### src/rtl/sync_fifo_fwft.sv
// Single-clock FIFO with selectable first-word-fall-through or registered read,
// occupancy count, programmable almost-full/almost-empty thresholds, synchronous
// flush and one-cycle overflow/underflow pulses.
module sync_fifo_fwft #(
  parameter int DATA_WIDTH    = 8,
  parameter int ADDRESS_WIDTH = 4,
  parameter bit FWFT          = 1'b0,
  parameter int AF_THRESH     = (2 ** ADDRESS_WIDTH) - 2,
  parameter int AE_THRESH     = 1
) (
  input  logic                    CLK,
  input  logic                    RST,
  input  logic                    FLUSH,
  input  logic                    W_INC,
  input  logic [DATA_WIDTH-1:0]   Wr_DATA,
  input  logic                    R_INC,
  output logic [DATA_WIDTH-1:0]   Rd_DATA,
  output logic                    Rd_VALID,
  output logic                    FULL,
  output logic                    EMPTY,
  output logic                    ALMOST_FULL,
  output logic                    ALMOST_EMPTY,
  output logic [ADDRESS_WIDTH:0]  FILL_LEVEL,
  output logic                    OVERFLOW,
  output logic                    UNDERFLOW
);

  localparam int DEPTH = 2 ** ADDRESS_WIDTH;
  localparam logic [ADDRESS_WIDTH:0] AF_LVL = (ADDRESS_WIDTH + 1)'(AF_THRESH);
  localparam logic [ADDRESS_WIDTH:0] AE_LVL = (ADDRESS_WIDTH + 1)'(AE_THRESH);

  logic [DATA_WIDTH-1:0]  mem [DEPTH];
  logic [ADDRESS_WIDTH:0] wptr;
  logic [ADDRESS_WIDTH:0] rptr;
  logic                   wr_acc;
  logic                   rd_acc;

  // Pointers carry one extra wrap bit so full and empty are distinguishable.
  assign EMPTY        = (wptr == rptr);
  assign FULL         = (wptr[ADDRESS_WIDTH] != rptr[ADDRESS_WIDTH]) &&
                        (wptr[ADDRESS_WIDTH-1:0] == rptr[ADDRESS_WIDTH-1:0]);
  assign FILL_LEVEL   = wptr - rptr;
  assign ALMOST_FULL  = (FILL_LEVEL >= AF_LVL);
  assign ALMOST_EMPTY = (FILL_LEVEL <= AE_LVL);

  // Acceptance uses this cycle's flags: a read never frees room for a same-cycle write.
  assign wr_acc = W_INC & ~FULL & ~FLUSH;
  assign rd_acc = R_INC & ~EMPTY & ~FLUSH;

  // Storage array, deliberately without reset.
  always_ff @(posedge CLK) begin
    if (wr_acc) mem[wptr[ADDRESS_WIDTH-1:0]] <= Wr_DATA;
  end

  // Pointer update; flush returns both to zero ahead of any request.
  always_ff @(posedge CLK or negedge RST) begin
    if (!RST) begin
      wptr <= '0;
      rptr <= '0;
    end else if (FLUSH) begin
      wptr <= '0;
      rptr <= '0;
    end else begin
      if (wr_acc) wptr <= wptr + 1'b1;
      if (rd_acc) rptr <= rptr + 1'b1;
    end
  end

  // Refused-request pulses, one cycle after the offending request.
  always_ff @(posedge CLK or negedge RST) begin
    if (!RST) begin
      OVERFLOW  <= 1'b0;
      UNDERFLOW <= 1'b0;
    end else begin
      OVERFLOW  <= W_INC & FULL & ~FLUSH;
      UNDERFLOW <= R_INC & EMPTY & ~FLUSH;
    end
  end

  generate
    if (FWFT) begin : g_fwft
      // Head word is always presented; R_INC acknowledges it.
      assign Rd_DATA  = mem[rptr[ADDRESS_WIDTH-1:0]];
      assign Rd_VALID = ~EMPTY;
    end else begin : g_reg
      logic [DATA_WIDTH-1:0] rd_data_q;
      logic                  rd_valid_q;

      // Registered read: data captured on an accepted read, held otherwise.
      always_ff @(posedge CLK or negedge RST) begin
        if (!RST) begin
          rd_data_q  <= '0;
          rd_valid_q <= 1'b0;
        end else begin
          rd_valid_q <= rd_acc;
          if (rd_acc) rd_data_q <= mem[rptr[ADDRESS_WIDTH-1:0]];
        end
      end

      assign Rd_DATA  = rd_data_q;
      assign Rd_VALID = rd_valid_q;
    end
  endgenerate

endmodule

### config.mk
export PLATFORM = sky130hd
export DESIGN_NAME = sync_fifo_fwft
export DESIGN_NICKNAME = d
export VERILOG_FILES = /design/src/rtl/sync_fifo_fwft.sv
export SDC_FILE = /design/constraint.sdc
export NUM_CORES = 1
export LEC_CHECK = 0
export BUFFER_PORTS_ARGS = -buffer_cell sky130_fd_sc_hd__buf_2
export CAP_MARGIN = 25
export CORE_MARGIN = 2
export CORE_UTILIZATION = 29
export DETAILED_ROUTE_END_ITERATION = 16
export PLACE_DENSITY = 0.51
export SLEW_MARGIN = 20
export SYNTH_ARGS = -nofsm -noshare
export SYNTH_HDL_FRONTEND = slang
export SYNTH_SLANG_ARGS = --single-unit
### constraint.sdc
create_clock -name CLK -period 7.45 [get_ports CLK]
set_clock_uncertainty 0.2 [all_clocks]
set_input_delay 0.3725 -clock CLK [delete_from_list [all_inputs] [get_ports CLK]]
set_output_delay 0.3725 -clock CLK [all_outputs]
set_load 0.05 [all_outputs]
---- After elaboration in Yosys (flattened, before gate mapping) ----
Memory sizes are Yosys's and may differ from the RTL's. A register that Yosys moved wholly into a read port is not among the register bits.
Cells that the tools add are included.
Widths: inputs -> output; s select.
word-level totals
  bits in writable memories ............... 128
  input port bits ......................... 13
  latch bits .............................. 0
  memories ................................ 1
  logic and storage cells ................. 35
  bits in read-only memories .............. 0
  output and inout bits ................... 20
  register bits ........................... 13
cells by class
  divide/modulo/power cells ............... 0
  equality and inequality tests ........... 3
  magnitude comparators ................... 2
  multiplexer cells ....................... 6
  bitwise gates (word level) .............. 11
  reduce and logical (&&, ||, !) cells .... 4
  multipliers ............................. 0
  $add $sub $neg .......................... 3
  shifts and indexed selects .............. 0
memory list
  memory  words  bits a word  rd ports  clocked after memory_dff  write ports  line  RTL
  mem     16     8            1         1                         1            32    logic [DATA_WIDTH-1:0] mem [DEPTH];
operators by type and width
  kind                 number
  $mux 5               4
  $add 5x1->5 const B  2
  $and 1x1->1          8
  $eq 5x5->1           1
  $ge 5x4->1 const B   1
  $le 5x1->1 const B   1
  $sub 5x5->5          1
  $eq 4x4->1           1
  $reduce_bool 2->1    2
  $not 1->1            3
  $mux 1               2
  $logic_and 1x1->1    1
  $logic_not 1->1      1
  $ne 1x1->1           1

---- Logic depth before layout (Yosys ltp) ----
  depth in word-level cells ............... 7
  mapped depth ............................ 9
  gate-level depth less buffers ........... 7

---- Worst setup path before layout ----
Ideal clock, no wire load.
  path type ............................... flip-flop to output port
  start point ............................. register wptr[0]
  end point ............................... output ALMOST_FULL
  data required time ...................... 6.878 ns
  stages on the path, launching flop included .. 7
  data arrival time ....................... 3.360 ns
  setup slack ............................. 3.518 ns
  path buffers ............................ 0
  cell sequence ........................... dfrtp_1 -> inv_1 -> ha_1 -> fa_1 -> xnor2_1 -> nand2_1 -> o32ai_1
between the ends
  longest elaborated chain between the ends .. 2
ends and longest elaborated chain
  item                      line  RTL
  start: declaration        33    logic [ADDRESS_WIDTH:0] wptr;
  start signal: assignment  64    if (wr_acc) wptr <= wptr + 1'b1;
  $sub 5x5->5               42    assign FILL_LEVEL = wptr - rptr;
  via FILL_LEVEL[2]         23    output logic [ADDRESS_WIDTH:0] FILL_LEVEL,
  $ge 5x4->1                43    assign ALMOST_FULL = (FILL_LEVEL >= AF_LVL);
  end: declaration          21    output logic ALMOST_FULL,
The timed path passes the listed nets, and every way through them passes these cells.

---- Final worst setup path ----
  start point ............................. register rptr[1]
  end point ............................... output ALMOST_EMPTY
between the ends
  longest elaborated chain between the ends .. 2
ends and longest elaborated chain
  item                      line  RTL
  start: declaration        34    logic [ADDRESS_WIDTH:0] rptr;
  start signal: assignment  65    if (rd_acc) rptr <= rptr + 1'b1;
  $sub 5x5->5               42
  $le 5x1->1                44    assign ALMOST_EMPTY = (FILL_LEVEL <= AE_LVL);
  end: declaration          22    output logic ALMOST_EMPTY,
No other way between the ends.

==> flow_summary.json <==
{
  "outcome": "finished clean",
  "synthAdderAreaFrac_pct": 2.162,
  "ys.flop_type": "edfxtp_1",
  "grt_max_degree": 48,
  "crit_path_max_fanout": 47,
  "end_kind": "primary output",
  "startpoint_type": "register",
  "yosys.area_share.simple_pct": 5.610,
  "cts.clk_slew.worst_paths_ns": 0.06,
  "cts_hold_buf": 1,
  "dieArea_mm2": 0.02233,
  "drv_slew": 0,
  "synthCells": 385,
  "ff2ff_setup_slack_ns": 3.99,
  "dp_slack_ns": 3.821,
  "cts_tree": "done",
  "io_pins": 33,
  "drt-vias-per-instance": 4.680,
  "grt_pass1_wl_um": 21020,
  "dp_hpwl_um": 9360,
  "dp.cells": 676,
  "crit_chain": "buf_4 > inv_1 > ha_1 > nor2b_1 > o21ai_0 > nor3b_1 > o221a_2 > buf_2",
  "drc": 0,
  "cts_root_buf": "clkbuf_16",
  "maxSlewHeadroom_pct": 45.48,
  "dpl_cell_area_mm2": 0.006546,
  "finalCritPeriodShare_pct": 47.72,
  "synth-xor-area-share_pct": 1.265,
  "tightest_slew_ns": 0.8178,
  "path_class": "register to primary output",
  "total_power_mw": 2.193,
  "p_per_area_mw_per_mm2": 307.1,
  "seq_area_frac_synth_pct": 71.24,
  "synth_top_family_by_area": "multiplexers",
  "fin_crit_ns": 3.555,
  "die_w_um": 149.4,
  "rows": 53,
  "synth_seq_cells": 149,
  "hold_slack_ns": 0.06657,
  "cts_inserted_buffers": 17,
  "cts_resized": 0,
  "syn_to_final_growth_pct": 16.46,
  "fin_setup_tns_ns": 0,
  "cap_violations": 0,
  "ys.warnings.count": 0,
  "cpMaxStageDelayCell": "buf_4",
  "finalHoldViolCount": 0,
  "synthMuxAreaShare_pct": 11.10,
  "first_global_vias": 3401,
  "core_area_mm2": 0.02089,
  "drt_iter0_markers": 302,
  "clock-sinks": 149,
  "yosysUniqueCellTypes": 43,
  "setup_viol": 0,
  "cpPeakStageDelay_ns": 0.59,
  "gp_congestion": 0.7542,
  "cts_buffer_depth": 2,
  "layout_setup_ws_ns": 3.895,
  "arrival_ns": 2.98,
  "ir_drop_uv": 149.2,
  "drive_above_1_share_pct": 18.16,
  "cp.required_ns": 6.88,
  "final_area_mm2": 0.007143,
  "p_leak_nw": 2.336,
  "hold_path.class": "primary input to register",
  "fmax_ghz": 0.2813,
  "avgSynthCellArea_um2": 15.93,
  "rsz0062_at_grt": "no",
  "n_antenna_cell": 0,
  "antenna_found_initial": 0,
  "finalNetCount": 447,
  "finalCoreUtilization_pct": 34.20,
  "num_vias": 3323,
  "ys_async_sr_fraction_pct": 14.09,
  "antenna_left": 0,
  "routedWlPerCell_um": 19.67,
  "cts-htree-levels": 4,
  "synth-edff-count": 128,
  "routed_wl_um": 13970,
  "syn_nets": 408,
  "synthesis.area_mm2": 0.006133,
  "stdcell_count": 710,
  "die_h_um": 149.4,
  "dr.pass1.iters": 4,
  "clock_latency_ns": 0.42,
  "synth_compound_area_share_pct": 6.324,
  "grt_overflow": 0,
  "grtUsageTotal_pct": 13.17,
  "postCtsSetupRepairBufs": 0,
  "initial_core_util_pct": 29.36,
  "placement.io_buffers": 32
}
==> path summary, 6_finish.rpt <==
check / depth (start not counted) / start / endpoint
worst max register to register: 8 / rptr[1]$_DFFE_PN0P_ / mem[2][6]$_DFFE_PP_
max in group asynchronous: 2 / RST / rptr[1]$_DFFE_PN0P_
worst min-delay path: 3 / W_INC / OVERFLOW$_DFF_PN0_
worst max-delay path: 8 / rptr[1]$_DFFE_PN0P_ / ALMOST_EMPTY
min in group asynchronous: 2 / RST / wptr[0]$_DFFE_PN0P_
worst min register to register: 2 / Rd_DATA[0]$_DFFE_PN0P_ / Rd_DATA[0]$_DFFE_PN0P_
==> cell usage in the layout, fill, tap and decap left out, types with 2 or more instances in the layout <==
master	Yosys	routed
edfxtp_1	128	128
mux2i_1	50	50
nor2_1	40	40
buf_2	5	33
dfrtp_1	21	20
clkbuf_16	0	17
o22ai_1	16	16
o21ai_0	13	13
inv_1	9	9
ha_1	9	9
nand2_1	8	8
mux4_2	8	8
a221oi_1	8	8
a31oi_1	8	8
a21oi_1	5	5
nor3_1	6	5
xnor2_1	4	4
nand2b_1	4	4
clkinv_1	0	4
clkinv_2	0	4
nor2b_1	3	3
or3_1	3	3
xor2_1	3	3
bufinv_16	0	3
nand3b_1	2	2
o211ai_1	2	2
clkbuf_2	0	2
buf_4	5	2
==> per-layer routing <==
metal | global-route usage (%) | wire [um] | vias up
met2 | 21.51 | 6837 | 96
met4 | 5.333 | 148 | 0
met3 | 2.988 | 861 | 14
met5 | 0 | 0 | -
li1 | - | - | 1561
met1 | 16.98 | 6121 | 1652
==> Yosys cell counts (2+ instances only) <==
library cell	number	area [um2]
edfxtp_1	128	3844
mux2i_1	50	500.5
nor2_1	40	150.1
dfrtp_1	21	525.5
o22ai_1	16	100.1
o21ai_0	13	65.06
ha_1	9	112.6
inv_1	9	33.78
a221oi_1	8	70.07
a31oi_1	8	50.05
mux4_2	8	180.2
nand2_1	8	30.03
nor3_1	6	30.03
a21oi_1	5	25.02
buf_2	5	25.02
buf_4	5	37.54
clkbuf_1	4	15.01
nand2b_1	4	25.02
xnor2_1	4	35.03
nor2b_1	3	18.77
or3_1	3	18.77
xor2_1	3	26.28
buf_1	2	7.510
buf_6	2	22.52
nand3b_1	2	15.01
o211ai_1	2	15.01
==> kinds of logic after synthesis <==
group | after synthesis
and+or+nand+nor | 74
DFF | 149
muxes | 58
AOI/OAI and AO/OA | 59
xor gates and xnor gates | 8
adders and majority gates | 10
buffers and inverters | 27
==> worst max-delay path, delay by kind of cell, from the launching register on <==
family                   cells  cell delay [ns]
adder cells (fa/ha/maj)      1             0.32
flip-flops                   1             0.33
buffers and inverters        3             0.94
AO/OA/AOI/OAI                2             0.44
AND/OR/NAND/NOR              2             0.52
==> layout make-up <==
| type | count | area (um2) |
|---|---|---|
| clock buffer | 17 | 425.4 |
| timing repair buffer | 38 | 200.2 |
| inverter | 9 | 33.78 |
| sequential | 149 | 4370 |
| multi-input combinational | 209 | 1628 |
| clock inverter | 13 | 141.4 |
| fill | 1997 | 13750 |
| tap | 275 | 344.1 |
==> registers in the layout (all words and copies together), names as in the netlist <==
register / flops
mem: 128
UNDERFLOW: 1
Rd_DATA: 8
wptr: 5
rptr: 5
OVERFLOW: 1
Rd_VALID: 1
==> power by group <==
part	leakage, nW	total (mW)	switching [mW]	internal, mW
Clock	0.278	0.820	0.305	0.515
Combinational	0.640	0.416	0.298	0.119
Sequential	1.42	0.958	0.0191	0.938
Total	2.34	2.19	0.622	1.57
Power figures use the tool's default switching activity.
